**src/rtl/zamarine_pkg.sv**
```systemverilog
// Shared types and constants for the zamarine component sequencer.
package zamarine_pkg;

    localparam int unsigned CMD_ID_W               = 3;
    localparam int unsigned MAX_COMPONENTS_DEFAULT = 8;

    typedef enum logic [1:0] {
        IDLE = 2'd0,
        SCAN = 2'd1,
        WAIT = 2'd2
    } seq_state_t;

endpackage

```
**src/rtl/zamarine_prio_enc.sv**
```systemverilog
// Lowest-set-bit priority encoder: index of the lowest 1 in mask, found when mask != 0.
module zamarine_prio_enc
    import zamarine_pkg::*;
#(
    parameter int unsigned W = MAX_COMPONENTS_DEFAULT
) (
    input  logic [W-1:0]        mask,
    output logic [CMD_ID_W-1:0] index,
    output logic                found
);

    // Descending scan so the lowest set bit wins.
    always_comb begin
        index = '0;
        found = 1'b0;
        for (int i = int'(W) - 1; i >= 0; i--) begin
            if (mask[i]) begin
                index = CMD_ID_W'(i);
                found = 1'b1;
            end
        end
    end

endmodule

```
**src/rtl/zamarine_component_sequencer.sv**
```systemverilog
// Drives a component bank from its status bitmap to a requested target mask, one component at a time.
// ZAMARINE_SEQ_VERIFY_EN adds per-command WAIT/readback with timeout; default build issues commands back to back.
module zamarine_component_sequencer
    import zamarine_pkg::*;
#(
    parameter int unsigned MAX_COMPONENTS = MAX_COMPONENTS_DEFAULT,
    parameter int unsigned TIMEOUT_CYCLES = 15
) (
    input  logic                      clk,
    input  logic                      reset,
    input  logic                      req_valid,
    input  logic [MAX_COMPONENTS-1:0] req_mask,
    output logic                      req_ready,
    input  logic [MAX_COMPONENTS-1:0] status,
    output logic [CMD_ID_W-1:0]       cmd_id,
    output logic                      cmd_activate,
    output logic                      cmd_valid,
    output logic                      busy,
    output logic                      done,
    output logic                      error,
    output logic [CMD_ID_W-1:0]       err_id
);

    localparam int unsigned N = MAX_COMPONENTS;

    if (MAX_COMPONENTS < 2 || MAX_COMPONENTS > 8 ||
        TIMEOUT_CYCLES < 1 || TIMEOUT_CYCLES > 255) begin : g_param_check
        $error("zamarine_component_sequencer: parameter out of legal range");
    end

    seq_state_t          state_q, state_d;
    logic [N-1:0]        target_q, target_d;
    logic [CMD_ID_W-1:0] cmd_id_q, cmd_id_d;
    logic                cmd_act_q, cmd_act_d;
    logic                cmd_valid_q, cmd_valid_d;
    logic                done_q, done_d;
    logic                req_ready_q;
    logic                busy_q;

    logic [N-1:0]        scan_mask;
    logic [CMD_ID_W-1:0] pick_id;
    logic                pick_found;
    logic [N-1:0]        pick_bit;

`ifdef ZAMARINE_SEQ_VERIFY_EN
    localparam int unsigned TIMER_W = 8;

    logic [TIMER_W-1:0]  timer_q, timer_d;
    logic                error_q, error_d;
    logic [CMD_ID_W-1:0] err_id_q, err_id_d;
    logic [N-1:0]        cmd_bit;
    logic                status_match;

    assign scan_mask    = status ^ target_q;
    assign cmd_bit      = N'(1) << cmd_id_q;
    assign status_match = ((status & cmd_bit) != '0) == cmd_act_q;
`else
    // Remaining commands; the diff is snapshotted on the first SCAN cycle only.
    logic [N-1:0]        pending_q, pending_d;
    logic                first_q, first_d;

    assign scan_mask = first_q ? (status ^ target_q) : pending_q;
`endif

    zamarine_prio_enc #(.W(N)) u_prio_enc (
        .mask  (scan_mask),
        .index (pick_id),
        .found (pick_found)
    );

    assign pick_bit = N'(1) << pick_id;

    // Next-state and registered-output logic.
    always_comb begin
        state_d     = state_q;
        target_d    = target_q;
        cmd_id_d    = cmd_id_q;
        cmd_act_d   = cmd_act_q;
        cmd_valid_d = 1'b0;
        done_d      = 1'b0;
`ifdef ZAMARINE_SEQ_VERIFY_EN
        timer_d     = timer_q;
        error_d     = 1'b0;
        err_id_d    = err_id_q;
`else
        pending_d   = pending_q;
        first_d     = 1'b0;
`endif
        unique case (state_q)
            IDLE: begin
                if (req_valid && req_ready_q) begin
                    target_d = req_mask;
                    state_d  = SCAN;
`ifndef ZAMARINE_SEQ_VERIFY_EN
                    first_d  = 1'b1;
`endif
                end
            end
            SCAN: begin
                if (pick_found) begin
                    cmd_id_d    = pick_id;
                    cmd_act_d   = (target_q & pick_bit) != '0;
                    cmd_valid_d = 1'b1;
`ifdef ZAMARINE_SEQ_VERIFY_EN
                    timer_d     = '0;
                    state_d     = WAIT;
`else
                    pending_d   = scan_mask & ~pick_bit;
`endif
                end else begin
                    done_d  = 1'b1;
                    state_d = IDLE;
                end
            end
`ifdef ZAMARINE_SEQ_VERIFY_EN
            WAIT: begin
                // A matching readback wins over an expiring timer.
                if (status_match) begin
                    state_d = SCAN;
                end else if (timer_q == TIMER_W'(TIMEOUT_CYCLES - 1)) begin
                    error_d  = 1'b1;
                    err_id_d = cmd_id_q;
                    state_d  = IDLE;
                end else begin
                    timer_d = timer_q + TIMER_W'(1);
                end
            end
`endif
            default: state_d = IDLE;
        endcase
    end

    always_ff @(posedge clk) begin
        if (reset) begin
            state_q     <= IDLE;
            target_q    <= '0;
            cmd_id_q    <= '0;
            cmd_act_q   <= 1'b0;
            cmd_valid_q <= 1'b0;
            done_q      <= 1'b0;
            req_ready_q <= 1'b1;
            busy_q      <= 1'b0;
`ifdef ZAMARINE_SEQ_VERIFY_EN
            timer_q     <= '0;
            error_q     <= 1'b0;
            err_id_q    <= '0;
`else
            pending_q   <= '0;
            first_q     <= 1'b0;
`endif
        end else begin
            state_q     <= state_d;
            target_q    <= target_d;
            cmd_id_q    <= cmd_id_d;
            cmd_act_q   <= cmd_act_d;
            cmd_valid_q <= cmd_valid_d;
            done_q      <= done_d;
            req_ready_q <= (state_d == IDLE);
            busy_q      <= (state_d != IDLE);
`ifdef ZAMARINE_SEQ_VERIFY_EN
            timer_q     <= timer_d;
            error_q     <= error_d;
            err_id_q    <= err_id_d;
`else
            pending_q   <= pending_d;
            first_q     <= first_d;
`endif
        end
    end

    assign req_ready    = req_ready_q;
    assign cmd_id       = cmd_id_q;
    assign cmd_activate = cmd_act_q;
    assign cmd_valid    = cmd_valid_q;
    assign busy         = busy_q;
    assign done         = done_q;
`ifdef ZAMARINE_SEQ_VERIFY_EN
    assign error        = error_q;
    assign err_id       = err_id_q;
`else
    assign error        = 1'b0;
    assign err_id       = '0;
`endif

endmodule

```
**config.mk**
```make
export PLATFORM = sky130hd
export DESIGN_NAME = zamarine_component_sequencer
export DESIGN_NICKNAME = d
export VERILOG_FILES = /design/src/rtl/zamarine_pkg.sv /design/src/rtl/zamarine_prio_enc.sv /design/src/rtl/zamarine_component_sequencer.sv
export SDC_FILE = /design/constraint.sdc
export NUM_CORES = 1
export LEC_CHECK = 0
export BUFFER_PORTS_ARGS = -buffer_cell sky130_fd_sc_hd__buf_2
export CAP_MARGIN = 20
export CORE_MARGIN = 4
export CORE_UTILIZATION = 56
export DETAILED_ROUTE_END_ITERATION = 8
export PLACE_DENSITY = 0.78
export SETUP_SLACK_MARGIN = 0.3
export SYNTH_ARGS = -nofsm -noshare
export SYNTH_HDL_FRONTEND = slang
export SYNTH_HIERARCHICAL = 1
export SYNTH_SLANG_ARGS = --single-unit
```
**constraint.sdc**
```tcl
create_clock -name clk -period 4.9 [get_ports clk]
set_clock_uncertainty 0.1 [all_clocks]
set_input_delay 0.98 -clock clk [delete_from_list [all_inputs] [get_ports clk]]
set_output_delay 0.98 -clock clk [all_outputs]
set_load 0.05 [all_outputs]
```
==> impl_metrics.yaml, run 1 <==
run_status:
  status: "complete, no violations"
sta:
  relSlewSlack_pct: 55.1
  worst_pin_slew_ps: 672
  setup_slack_ps: 1980
  slew_violations: 0
  finalCritPeriodShare_pct: 59.6
  fmax_ghz: 0.343
  fin_setup_tns_ps: 0
  rsz0062_at_grt: "no"
  setup_viol: 0
  period_needed_ps: 2920
  fin_hold_ws_ps: 361
  final-hold-violation-count: 0
job:
  drv_cap: 0
worst_setup_path:
  crit_arrival_ps: 3020
  start_kind: "input port"
  crit_slowest_cell: "nor2b_1"
  worst_path_largest_cell_delay_ps: 600
  worstPathRequired_ps: 5000
  crit_top_cell: "a211oi_2"
  reg2reg_slack_ps: 2050
  critPathKind: "in -> reg"
  critPathCaptureType: "flip-flop"
  crit_fanout: 10
  worstPathCellList: "buf_2 -> xnor2_1 -> a21oi_2 -> nor4_2 -> nor2b_1 -> mux2i_1 -> o21ai_1 -> a211oi_2 -> a211oi_2"
place:
  placedCellCount: 208
  gp_congestion: 0.795
  place_area_um2: 1440
  io_buffers: 26
  preCtsSetupSlack_ps: 1680
  place_hpwl_mm: 2.04
synth:
  synthFlopType: "dfxtp_1"
  synth-seq-area-share_pct: 40.0
  yosys_warnings: 6
  ys_top_cells_by_area: "dfxtp_1 40%, nand2_1 8.6%, a21oi_1 8.5%"
  synthArstFlopShare_pct: 0
  ys_ff_latch: 27
  synthesis.instances: 164
  ys_types: 33
  netlist.area_leader.share_pct: 40.0
  syn_avg_cell_area_um2: 8.25
  synth-edff-count: 0
  yosys.area.top_type: "dfxtp_1"
  synth_area_um2: 1350
layout:
  fin_cells: 212
  drive_gt1_share_pct: 23.4
  final_common_cell: "nand2_1"
  final_cell_mix: "31 x nand2_1, 27 x dfxtp_1, 26 x buf_2, 23 x a21oi_1, 15 x nor2_1"
  n_antenna_cell: 0
  layout.nets: 204
  final_core_util_pct: 64.8
  final_area_um2: 1460
  syn_to_final_growth_pct: 8.05
die:
  die_w_um: 57.1
  start_util_pct: 60.0
  design.core.area_um2: 2250
  num_rows: 17
  die_h_um: 57.1
  ioPinCount: 31
  die-area_um2: 3270
detailed_routing:
  vias: 1120
  avgViaCountPerCell: 5.28
  first_pass_iters: 4
  first_iter_violations: 15
  routedWlPerCell_um: 12.2
  ant_nets: 0
  routed_wl_mm: 2.59
  drc_errors: 0
global_routing:
  overflow: 0
  grt_max_degree: 26
  grt_pass1_vias: 1080
  gr-usage-all-layers_pct: 17.7
  grt_pass1_wl_mm: 4.71
  grt_antenna_before_repair: 0
clock_tree:
  cts_tree: "done"
  cts_buffers: 3
  cts_resized: 0
  h-tree-depth: 1
  clk_pin_slew_ps: 140
  clkLatencyLatePin_ps: 320
  post_cts_buffers: 0
  cts_hold_buf: 0
  clock-sinks: 27
  root_buffer: "clkbuf_4"
  cts_buffer_depth: 2
pwr:
  p_leak_nw: 0.544
  p_total_mw: 0.410
  pwr_density_cell_nw_per_um2: 281
  ir_drop_uv: 205
worst_hold_path:
  hold_class: "reg -> reg"
==> worst max-delay path: cells and delay by family <==
family / cells / cell delay (ps)
and+or+nand+nor: 2 / 960
muxes: 1 / 260
xor gates and xnor gates: 1 / 170
AOI/OAI and AO/OA: 4 / 550
buffers and inverters: 1 / 100
==> metal layers <==
metal | up-vias | share of wire, % | track usage, %
met1 | 498 | 45 | 22.2
met2 | 23 | 50 | 30.8
met3 | 4 | 3.8 | 2.94
met5 | - | 0 | 0
met4 | 0 | 1.0 | 5.63
li1 | 595 | - | -
==> where the power goes <==
group | leakage [nW] | switching, mW | internal (mW)
combinational | 0.309 | 0.0554 | 0.0294
clock | 0.0150 | 0.0608 | 0.0318
sequential | 0.219 | 0.00665 | 0.226
total | 0.544 | 0.123 | 0.287
==> cell usage after synthesis, types with 2 or more instances <==
library cell,instances
a211oi_2,3
a21oi_1,23
a21oi_2,7
buf_2,3
buf_4,7
buf_6,3
clkbuf_1,3
dfxtp_1,27
inv_1,4
mux2i_1,3
nand2_1,31
nand3_1,2
nor2_1,15
nor2b_1,2
o211ai_1,2
o311ai_1,5
xnor2_1,8
==> final timing paths <==
kind | cells after the start | endpoint | startpoint
setup / recovery | 9 | cmd_activate | status[2]
hold / removal | 2 | pending_q[5] | pending_q[5]
setup reg to reg | 7 | cmd_activate | first_q
hold reg to reg | 2 | pending_q[5] | pending_q[5]
==> final cells by class <==
| type | instances | area [µm²] |
|---|---|---|
| inverter | 5 | 21.3 |
| fill | 207 | 793 |
| timing repair buffer | 28 | 145 |
| clock buffer | 4 | 26.3 |
| tap | 28 | 35.0 |
| sequential | 27 | 541 |
| multi-input combinational | 120 | 693 |
==> flip-flops by register name, summed over array words and instances, names as in the netlist <==
register,flops
state_q,2
target_q,8
cmd_activate,1
pending_q,8
cmd_valid,1
busy,1
done,1
req_ready,1
cmd_id,3
first_q,1
==> logic make-up after synthesis <==
family                 after synthesis  synth area share [%]
buffers and inverters               21                  9.90
flip-flops                          27                  40.0
XOR/XNOR                             8                  5.18
AO/OA/AOI/OAI                       46                  23.3
multiplexers                         3                  2.22
other                                1                 0.277
AND/OR/NAND/NOR                     58                  19.1
Note: power is estimated with default switching activity, not from simulation.
==> inputs of run 2 (changes only) <==
- CORE_UTILIZATION: 56 -> 47
- PLACE_DENSITY: 0.78 -> 0.7
- clock period: 4.9 -> 2.4 ns (I/O delays scaled with it)
==> run 2 against run 1 <==
Effect of this change: worst hold slack lost 92 ps; combinational power grew to 3.0 times the previous value; register-to-register slack lost 1900 ps; critical path type is now reg -> reg; cell count rose by 8.0%; non-clock buffer count grew 13; sequential cell count stayed put; final area increased by 20%; largest power group unchanged; count of clock-buffer cells in the layout did not move; first-iteration DRC count rose to 4.3 times the previous value; global-route usage down 0.47 points; core utilization shrank 1.3 points.
==> impl_metrics.yaml, run 2 (synthesized netlist as in run 1, its figures left out) <==
run_status:
  status: "complete, no violations"
worst_setup_path:
  crit_arrival_ps: 2350
  r2r_start: "first_q"
  crit_fanout: 7
  start_kind: "flip-flop"
  reg2regPathDepth: 11
  worstPathRequired_ps: 2510
  crit_slowest_cell: "dfxtp_4"
  rr_endpoint: "cmd_activate"
  crit_top_cell: "a211oi_2"
  worst_path_largest_cell_delay_ps: 410
  worstPathCellList: "buf_8 -> nor2_4 -> a21oi_4 -> nor2_1 -> o21ai_0 -> a211oi_2 -> buf_4 -> mux2i_1 -> nor2_1 -> a211oi_2 -> a211oi_2"
  reg2reg_slack_ps: 160
  critPathCaptureType: "flip-flop"
  critPathKind: "reg -> reg"
worst_hold_path:
  whs_endpoint: "target_q[4]"
  min-delay-start: "req_mask[4]"
  hold_class: "in -> reg"
  holdPathStages: 3
die:
  die-area_um2: 3800
  die_w_um: 61.6
  ioPinCount: 31
  die_h_um: 61.6
  start_util_pct: 49.0
  design.core.area_um2: 2760
  num_rows: 19
detailed_routing:
  vias: 1270
  wl_met2_mm: 1.87
  first_pass_iters: 4
  routed_wl_mm: 3.63
  drc_errors: 0
  ant_nets: 0
  drt-met1-wl_mm: 1.41
  top_layer_used: "met4"
  dr_wl_met3_um: 232
  first_iter_violations: 64
  avgViaCountPerCell: 5.55
  routedWlPerCell_um: 15.9
sta:
  setup_slack_ps: 162
  fmax_ghz: 0.447
  setup_viol: 0
  final-hold-violation-count: 0
  rsz0062_at_grt: "yes"
  finalCritPeriodShare_pct: 93.3
  slew_violations: 0
  period_needed_ps: 2240
clock_tree:
  cts_buffers: 3
  clkLatencyLatePin_ps: 330
  cts_hold_buf: 0
  cts_tree: "done"
  h-tree-depth: 1
  root_buffer: "clkbuf_4"
  clock-sinks: 27
  cts_buffer_depth: 2
  clk_pin_slew_ps: 140
layout:
  nFillCells: 226
  seq_area_um2: 546
  layout.nets: 218
  drive_gt1_share_pct: 38.4
  final_common_cell: "nand2_1"
  syn_to_final_growth_pct: 29.6
  multi_input_area_um2: 855
  n_antenna_cell: 0
  final_cell_mix: "31 x nand2_1, 26 x buf_2, 25 x dfxtp_1, 21 x a21oi_1, 12 x buf_4"
place:
  gp_congestion: 0.875
  preCtsSetupSlack_ps: -70.4
  place_hpwl_mm: 2.26
  io_buffers: 26
pwr:
  pwr_density_cell_nw_per_um2: 531
  p_leak_nw: 0.681
  p_total_mw: 0.931
  ir_drop_uv: 513
global_routing:
  grt_antenna_before_repair: 0
  grt_pass1_vias: 1151
  gr-usage-all-layers_pct: 17.2
  grt_pass1_wl_mm: 4.89
  grt_max_degree: 26
  overflow: 0
job:
  drv_cap: 0
[run 2: changes by cell type in the layout (fill, tap and decap cells not counted), sizes merged]
cell and change:
buf +13, and3b +1
[run 2: worst max-delay path by stage]
stage	from	slack, ps	endpoint
after global placement	first_q	-4	cmd_activate
final	first_q	160	cmd_activate
after CTS	first_q	230	cmd_activate
after global routing	first_q	60	pending_q[6]
after detailed placement	first_q	-70	cmd_activate
after floorplan	status[3]	300	cmd_activate
[run 2: worst max-delay path: cells and delay by family, from the launching register on]
family                 cells  cell delay (ps)
AO/OA/AOI/OAI              5              770
buffers and inverters      2              350
flip-flops                 1              410
multiplexers               1              190
AND/OR/NAND/NOR            3              300
[run 2: metal layers]
| metal | GRT usage, % | up-vias |
|---|---|---|
| met4 | 8.79 | 0 |
| met2 | 30.0 | 53 |
| met5 | 0 | - |
| met3 | 2.31 | 12 |
| li1 | - | 618 |
| met1 | 20.5 | 587 |
[run 2: where the power goes]
group | switching (mW) | internal [mW] | leakage [nW]
logic | 0.153 | 0.103 | 0.446
registers | 0.0140 | 0.461 | 0.221
clock network | 0.135 | 0.0652 | 0.0150
[run 2: repair_timing]
item                       CTS  global route
hold endpoints to repair     0             0
resized for setup            5            27
pin swaps                    0            12
buffers inserted             0             6
setup endpoints to repair   15            14
gates cloned                 0             1
[run 2: final cells by class]
class                      count  area share (%)
sequential                    27            31.1
inverter                       5            1.21
multi-input combinational    121            48.8
clock buffer                   4            1.50
timing repair buffer          41            15.2
tap                           31            2.21
[run 2: stage by stage]
stage / hold slack, ps / cells / utilization, % / cell area, µm² / TNS [ps]
after CTS: 263 / 222 / 56.5 / 1560 / 0
after global routing: 273 / 229 / 63.6 / 1750 / 0
after floorplan: 329 / 168 / - / 1380 / 0
after global placement: 341 / 218 / 55.0 / 1520 / -3.73
after detailed placement: 346 / 218 / 55.0 / 1520 / -113
final: 269 / 229 / 63.6 / 1750 / 0
